==> config.mk <==
export PLATFORM = sky130hd
export DESIGN_NAME = bin_to_bcd_display_flat
export DESIGN_NICKNAME = d
export VERILOG_FILES = /design/src/rtl/bin_to_bcd_display_if.sv /design/src/rtl/bin_to_bcd_display.sv /design/src/flat_wrapper.sv
export SDC_FILE = /design/constraint.sdc
export NUM_CORES = 1
export LEC_CHECK = 0
export BUFFER_PORTS_ARGS = -buffer_cell sky130_fd_sc_hd__buf_2
export CORE_ASPECT_RATIO = 1.1
export CORE_MARGIN = 2
export CORE_UTILIZATION = 42
export CTS_CLUSTER_DIAMETER = 40
export DETAILED_ROUTE_END_ITERATION = 7
export PLACE_DENSITY_LB_ADDON = 0.05
export SLEW_MARGIN = 10
export SYNTH_ARGS = -nofsm -noshare
export SYNTH_HDL_FRONTEND = slang
export SYNTH_SLANG_ARGS = --single-unit
==> constraint.sdc <==
create_clock -name clk_in -period 2 [get_ports clk_in]
set_input_delay 0.4 -clock clk_in [delete_from_list [all_inputs] [get_ports clk_in]]
set_output_delay 0.4 -clock clk_in [all_outputs]
set_load 0.05 [all_outputs]
==> src/rtl/bin_to_bcd_display_if.sv <==
// Handshake and result bundle between a binary source and the BCD converter.
// The master drives the operand; the slave returns the BCD result and status.
interface bin_to_bcd_display_if #(
  parameter int unsigned IN_WIDTH = 27
);
  logic [IN_WIDTH-1:0] data_in;
  logic                valid_in;
  logic                ready_out;
  logic [31:0]         val_out;
  logic                done_out;
  logic                ovf_out;

  modport master (
    output data_in, valid_in,
    input  ready_out, val_out, done_out, ovf_out
  );

  modport slave (
    input  data_in, valid_in,
    output ready_out, val_out, done_out, ovf_out
  );
endinterface

==> src/rtl/bin_to_bcd_display.sv <==
// Sequential double-dabble converter: one operand bit per clock, saturating at all-9s.
// The displayed result only changes on the final shift, so the display never flickers.
module bin_to_bcd_display #(
  parameter int unsigned IN_WIDTH = 27,
  parameter int unsigned DIGITS   = 8
) (
  input  logic                  clk_in,
  input  logic                  rst_n_in,
  bin_to_bcd_display_if.slave   bus
);

  localparam int unsigned BCD_W = 4 * DIGITS;
  localparam int unsigned CNT_W = $clog2(IN_WIDTH + 1);

  function automatic longint unsigned max_decimal(int unsigned d);
    longint unsigned m;
    m = 1;
    for (int unsigned i = 0; i < d; i++) m = m * 10;
    return m - 1;
  endfunction

  localparam logic [IN_WIDTH-1:0] MAX_VAL   = IN_WIDTH'(max_decimal(DIGITS));
  localparam logic [CNT_W-1:0]    LAST_STEP = CNT_W'(IN_WIDTH - 1);

  typedef enum logic {IDLE, CONVERT} state_e;

  state_e              state_q, state_d;
  logic [IN_WIDTH-1:0] opnd_q, opnd_d;
  logic [BCD_W-1:0]    bcd_q, bcd_d;
  logic [CNT_W-1:0]    cnt_q, cnt_d;
  logic [31:0]         val_q, val_d;
  logic                done_q, done_d;
  logic                ovf_q, ovf_d;
  logic                pend_q, pend_d;

  logic [BCD_W-1:0]    bcd_adj;
  logic [BCD_W-1:0]    bcd_shift;

  always_ff @(posedge clk_in or negedge rst_n_in) begin
    if (!rst_n_in) begin
      state_q <= IDLE;
      opnd_q  <= '0;
      bcd_q   <= '0;
      cnt_q   <= '0;
      val_q   <= '0;
      done_q  <= 1'b0;
      ovf_q   <= 1'b0;
      pend_q  <= 1'b0;
    end else begin
      state_q <= state_d;
      opnd_q  <= opnd_d;
      bcd_q   <= bcd_d;
      cnt_q   <= cnt_d;
      val_q   <= val_d;
      done_q  <= done_d;
      ovf_q   <= ovf_d;
      pend_q  <= pend_d;
    end
  end

  always_comb begin
    bcd_adj = bcd_q;
    // Add-3 per nibble in parallel; no carry crosses a digit boundary.
    for (int unsigned k = 0; k < DIGITS; k++) begin
      if (bcd_q[4*k +: 4] >= 4'd5) bcd_adj[4*k +: 4] = bcd_q[4*k +: 4] + 4'd3;
    end
    bcd_shift = {bcd_adj[BCD_W-2:0], opnd_q[IN_WIDTH-1]};

    state_d = state_q;
    opnd_d  = opnd_q;
    bcd_d   = bcd_q;
    cnt_d   = cnt_q;
    val_d   = val_q;
    done_d  = 1'b0;
    ovf_d   = ovf_q;
    pend_d  = pend_q;

    unique case (state_q)
      IDLE: begin
        if (bus.valid_in) begin
          pend_d  = bus.data_in > MAX_VAL;
          opnd_d  = pend_d ? MAX_VAL : bus.data_in;
          bcd_d   = '0;
          cnt_d   = '0;
          state_d = CONVERT;
        end
      end
      CONVERT: begin
        bcd_d  = bcd_shift;
        opnd_d = {opnd_q[IN_WIDTH-2:0], 1'b0};
        cnt_d  = cnt_q + CNT_W'(1);
        if (cnt_q == LAST_STEP) begin
          val_d   = 32'(bcd_shift);
          ovf_d   = pend_q;
          done_d  = 1'b1;
          state_d = IDLE;
        end
      end
      default: state_d = IDLE;
    endcase
  end

  always_comb begin
    bus.ready_out = (state_q == IDLE);
    bus.val_out   = val_q;
    bus.done_out  = done_q;
    bus.ovf_out   = ovf_q;
  end

endmodule

==> src/flat_wrapper.sv <==
// flat-port wrapper written by rule: the top's interface ports become plain ports
module bin_to_bcd_display_flat 
#(
  parameter int unsigned IN_WIDTH = 27,
  parameter int unsigned DIGITS   = 8
)
  (clk_in, rst_n_in, bus_data_in, bus_valid_in, bus_ready_out, bus_val_out, bus_done_out, bus_ovf_out);
  bin_to_bcd_display_if #(.IN_WIDTH(IN_WIDTH)) bus_i ();
  input  logic clk_in;
  input  logic rst_n_in;
  input wire logic [$bits(bus_i.data_in)-1:0] bus_data_in;
  input wire logic [$bits(bus_i.valid_in)-1:0] bus_valid_in;
  output wire logic [$bits(bus_i.ready_out)-1:0] bus_ready_out;
  output wire logic [$bits(bus_i.val_out)-1:0] bus_val_out;
  output wire logic [$bits(bus_i.done_out)-1:0] bus_done_out;
  output wire logic [$bits(bus_i.ovf_out)-1:0] bus_ovf_out;
  assign bus_i.data_in = bus_data_in;
  assign bus_i.valid_in = bus_valid_in;
  assign bus_ready_out = bus_i.ready_out;
  assign bus_val_out = bus_i.val_out;
  assign bus_done_out = bus_i.done_out;
  assign bus_ovf_out = bus_i.ovf_out;
  bin_to_bcd_display #(.IN_WIDTH(IN_WIDTH), .DIGITS(DIGITS)) u_core (.clk_in(clk_in), .rst_n_in(rst_n_in), .bus(bus_i));
endmodule
After elaboration in Yosys (flattened, before gate mapping) --
Index checks and enable logic that the tools add are counted.
Word-level totals: input port bits 30, register bits 100, word-level logic and storage cells 51, output and inout bits 35
Operators by class: $lt $le $gt $ge 9, add/subtract/negate cells 9, equal/unequal tests 2, multiplexer cells 20, bitwise gates (word level) 1, reductions and logical operators 2
Operator list (count):
- $pmux 32 s2 | 1
- $mux 27 | 2
- $pmux 27 s2 | 1
- $ge 4x3->1 const B | 8
- $mux 32 | 1
- $add 4x2->4 const B | 7
- $mux 4 | 7
- $gt 27x27->1 const B | 1
- $pmux 5 s2 | 1
- $add 5x1->5 const B | 1
- $eq 5x5->1 const B | 1
- $mux 5 | 1
- $mux 1 | 4
- $reduce_and 2->1 | 2
- $add 3x2->3 const B | 1
- $mux 3 | 1
- $ne 2x2->1 const B | 1
- $pmux 1 s2 | 1
- $not 1->1 | 1

Depth between registers and ports, before layout --
word-level depth 4, gate-level depth with buffers 7

Least setup slack after synthesis --
No wires, ideal clock.
kind register -> output, start reg u_core.state_q, end out bus_ready_out, cell stages (with the launch flop) 4, data arrival time 1.311 ns, path buffers 2, required time 1.600 ns, setup slack 0.289 ns, path through dfrtp_1 -> clkinv_1 -> buf_2 -> buf_1
On the way: cells in the longest elaborated chain, start to end 1
Ends and longest elaborated chain:
- start, declared | line bin_to_bcd_display.sv:27 | state_e state_q, state_d;
- start signal, assigned | line bin_to_bcd_display.sv:50 | state_q <= state_d;
- $not 1->1 (no line)
- end, declared | line flat_wrapper.sv:13 | output wire logic [$bits(bus_i.ready_out)-1:0] bus_ready_out;
No other way between the ends.

Worst setup path in the final report --
Ends and elaborated chain as after synthesis.

==> results.py <==
metrics = {
    "outcome": {
        "status": "completed",
    },
    "clocking": {
        "cts_tree": "done",
        "post-cts-setup-buffers": 0,
        "clk_path_buf_depth": 2,
        "cts_resized": 0,
        "cts.clk_slew.worst_paths_ns": 0.07,
        "cts_root_buffer": "clkbuf_16",
        "cts_buffers": 9,
        "htreeDepth": 3,
        "clkSinkCount": 100,
        "hold_buffers": 1,
        "clk_latency_ns": 0.34,
    },
    "floorplan": {
        "dieArea_um2": 12500,
        "chipHeight_um": 117,
        "core_area_um2": 11400,
        "rows": 41,
        "ios": 65,
        "die_w_um": 107,
        "initial_core_util": 0.429,
    },
    "route": {
        "drt_wl_total_um": 9740,
        "dr_total_vias": 3634,
        "drt_iter0_drc": 130,
        "drc_errors": 0,
        "wl_per_cell_um": 13.8,
        "ant_nets": 0,
        "routed_via_density": 5.15,
        "drt_pass1_iterations": 4,
    },
    "global_route": {
        "grt_max_degree": 46,
        "grt_pass1_wl_um": 17000,
        "antenna_found_initial": 0,
        "grt_pass1_vias": 3547,
        "grt-ovfl-total": 0,
        "grt_usage": 0.171,
    },
    "layout": {
        "syn_to_final_growth_pct": 17.6,
        "mostFrequentLayoutCells": "100 x dfrtp_1, 86 x nand2_1, 63 x buf_2",
        "drive_above_1_share": 0.209,
        "postLayoutCellArea_um2": 5740,
        "final_common_cell": "dfrtp_1",
        "fillers": 1066,
        "fin_nets": 601,
        "fin_cells": 705,
        "post-route-util": 0.504,
        "antenna_cells": 0,
    },
    "worst_hold_path": {
        "holdPathStages": 2,
        "hold_end": "u_core.opnd_q[8]",
        "holdCritStartpoint": "bus_data_in[8]",
        "min_path_type": "in -> reg",
    },
    "place": {
        "dp.cells": 691,
        "place_ws_ns": 0.341,
        "dpl.hpwl_um": 6910,
        "dpl-instance-area_um2": 5440,
        "io_buffers": 64,
        "gp_congestion": 0.773,
    },
    "timing": {
        "skew_ns": 0.00724,
        "setup_viol": 0,
        "hold_slack_ns": 0.314,
        "fin_ws_ns": 0.152,
        "tightestPinTransition_ns": 0.532,
        "slew_viol_final": 0,
        "period_share": 0.924,
        "setup-tns-final_ns": 0,
        "hold_viol": 0,
        "grt_setup_unrepaired": "false",
        "max_freq_ghz": 0.541,
        "slew_headroom": 0.644,
        "layout_min_cycle_time_ns": 1.85,
    },
    "power": {
        "peakVddDrop_uv": 663,
        "leakagePower_nw": 2.71,
        "p_per_area_nw_per_um2": 1750,
        "finalPower_mw": 10.1,
    },
    "synthesis": {
        "synth_area_um2": 4880,
        "yosys-top-cells-area": "dfrtp_1 51%, nand2_1 6.6%, mux2i_1 4.9%",
        "synth_top_cell_area_share": 0.513,
        "synthCells": 488,
        "ys_ff_latch": 100,
        "syn-num-nets": 536,
        "synth_top_cell_by_area": "dfrtp_1",
        "avgSynthCellArea_um2": 10.0,
        "yosys.cell_types.count": 38,
        "yosysSeqAreaShare": 0.513,
        "yosysWarnings": 0,
    },
    "setup_path": {
        "end_kind": "output pin",
        "worstSetupPathType": "reg -> out",
        "r2r-start": "u_core.bcd_q[12]",
        "cp_data_required_time_ns": 1.60,
        "path_buf_inv": 2,
        "arrival_ns": 1.45,
        "crit_family": "buffers and inverters",
        "critPathMaxFanout": 15,
        "regToRegEndpoint": "u_core.bus.val_out[14]",
        "cp_cell_sequence": "inv_2, buf_2",
        "rr_worst_depth": 6,
        "rrSetupSlack_ns": 0.35,
        "critPathSlowestCell": "dfrtp_1",
        "cp-start-kind": "flop",
        "crit_cells": 2,
        "cp_slowest_stage_delay_ns": 0.50,
    },
    "job": {
        "maxCapViolCount": 0,
    },
}
Yosys cell counts (all sizes together):
| cell type | n |
|---|---|
| nand3 | 4 |
| a22o | 1 |
| a21o | 2 |
| xnor2 | 8 |
| clkbuf | 11 |
| xor2 | 2 |
| nor4 | 1 |
| and4b | 1 |
| nand4 | 2 |
| nand2 | 86 |
| nor2 | 25 |
| nor2b | 1 |
| mux2i | 24 |
| a211oi | 1 |
| clkinv | 1 |
| dfrtp | 100 |
| nor3 | 3 |
| a31oi | 2 |
| inv | 20 |
| mux2 | 19 |
| a221o | 6 |
| a22oi | 1 |
| o21ai | 39 |
| nand3b | 1 |
| nor3b | 21 |
| nand2b | 8 |
| a21oi | 37 |
| buf | 15 |
| o22ai | 18 |
| o31ai | 10 |
| ha | 18 |
per-layer routing:
layer,global-route usage,wire length [um],up-vias
li1,-,-,1828
met2,0.285,4570,67
met3,0.0277,340,8
met5,0,0,-
met4,0.0701,133,0
met1,0.225,4700,1731
final cells by class:
type | instances | area (um^2) | share of cell area
Multi-Input combinational cell | 341 | 2180 | 0.380
Inverter | 21 | 78.8 | 0.0137
Timing Repair Buffer | 80 | 495 | 0.0863
Tap cell | 150 | 188 | 0.0327
Sequential cell | 100 | 2500 | 0.436
Clock buffer | 10 | 229 | 0.0399
Clock inverter | 3 | 65.1 | 0.0113
sequential cells by signal (all words and copies together), names as in the netlist:
signal,cells
u_core.bus.val_out,32
u_core.bcd_q,32
u_core.cnt_q,5
u_core.opnd_q,27
u_core.bus.done_out,1
u_core.bus.ovf_out,1
u_core.pend_q,1
u_core.state_q,1
report_power, final:
group | switching [mW] | leakage, nW | total (mW) | internal (mW)
Combinational | 2.91 | 1.32 | 4.63 | 1.72
Clock | 0.691 | 0.144 | 1.76 | 1.07
Sequential | 0.682 | 1.24 | 3.66 | 2.97
worst reg2reg max path, delay by kind of cell, from the launching register on:
kind	cells	cell delay [ns]
AO/OA/AOI/OAI	1	0.26
adder cells (fa/ha/maj)	1	0.19
buffers and inverters	1	0.10
flip-flops	1	0.43
multiplexers	2	0.53
AND/OR/NAND/NOR	1	0.08
cells by family after synthesis:
group / share of synthesized area
buf+inv: 0.0415
simple gates: 0.147
mux: 0.0931
fa+ha+maj: 0.0461
xor+xnor: 0.0179
compound gates: 0.142
flops: 0.513
worst max path at each step:
stage	startpoint	end
2_1_floorplan	u_core.state_q	bus_ready_out
3_3_place_gp	u_core.cnt_q[0]	u_core.bus.val_out[1]
3_5_place_dp	bus_data_in[25]	u_core.opnd_q[10]
4_1_cts	u_core.state_q	bus_ready_out
5_1_grt	u_core.state_q	bus_ready_out
6_report	u_core.state_q	bus_ready_out
Power figures use the tool's default switching activity.
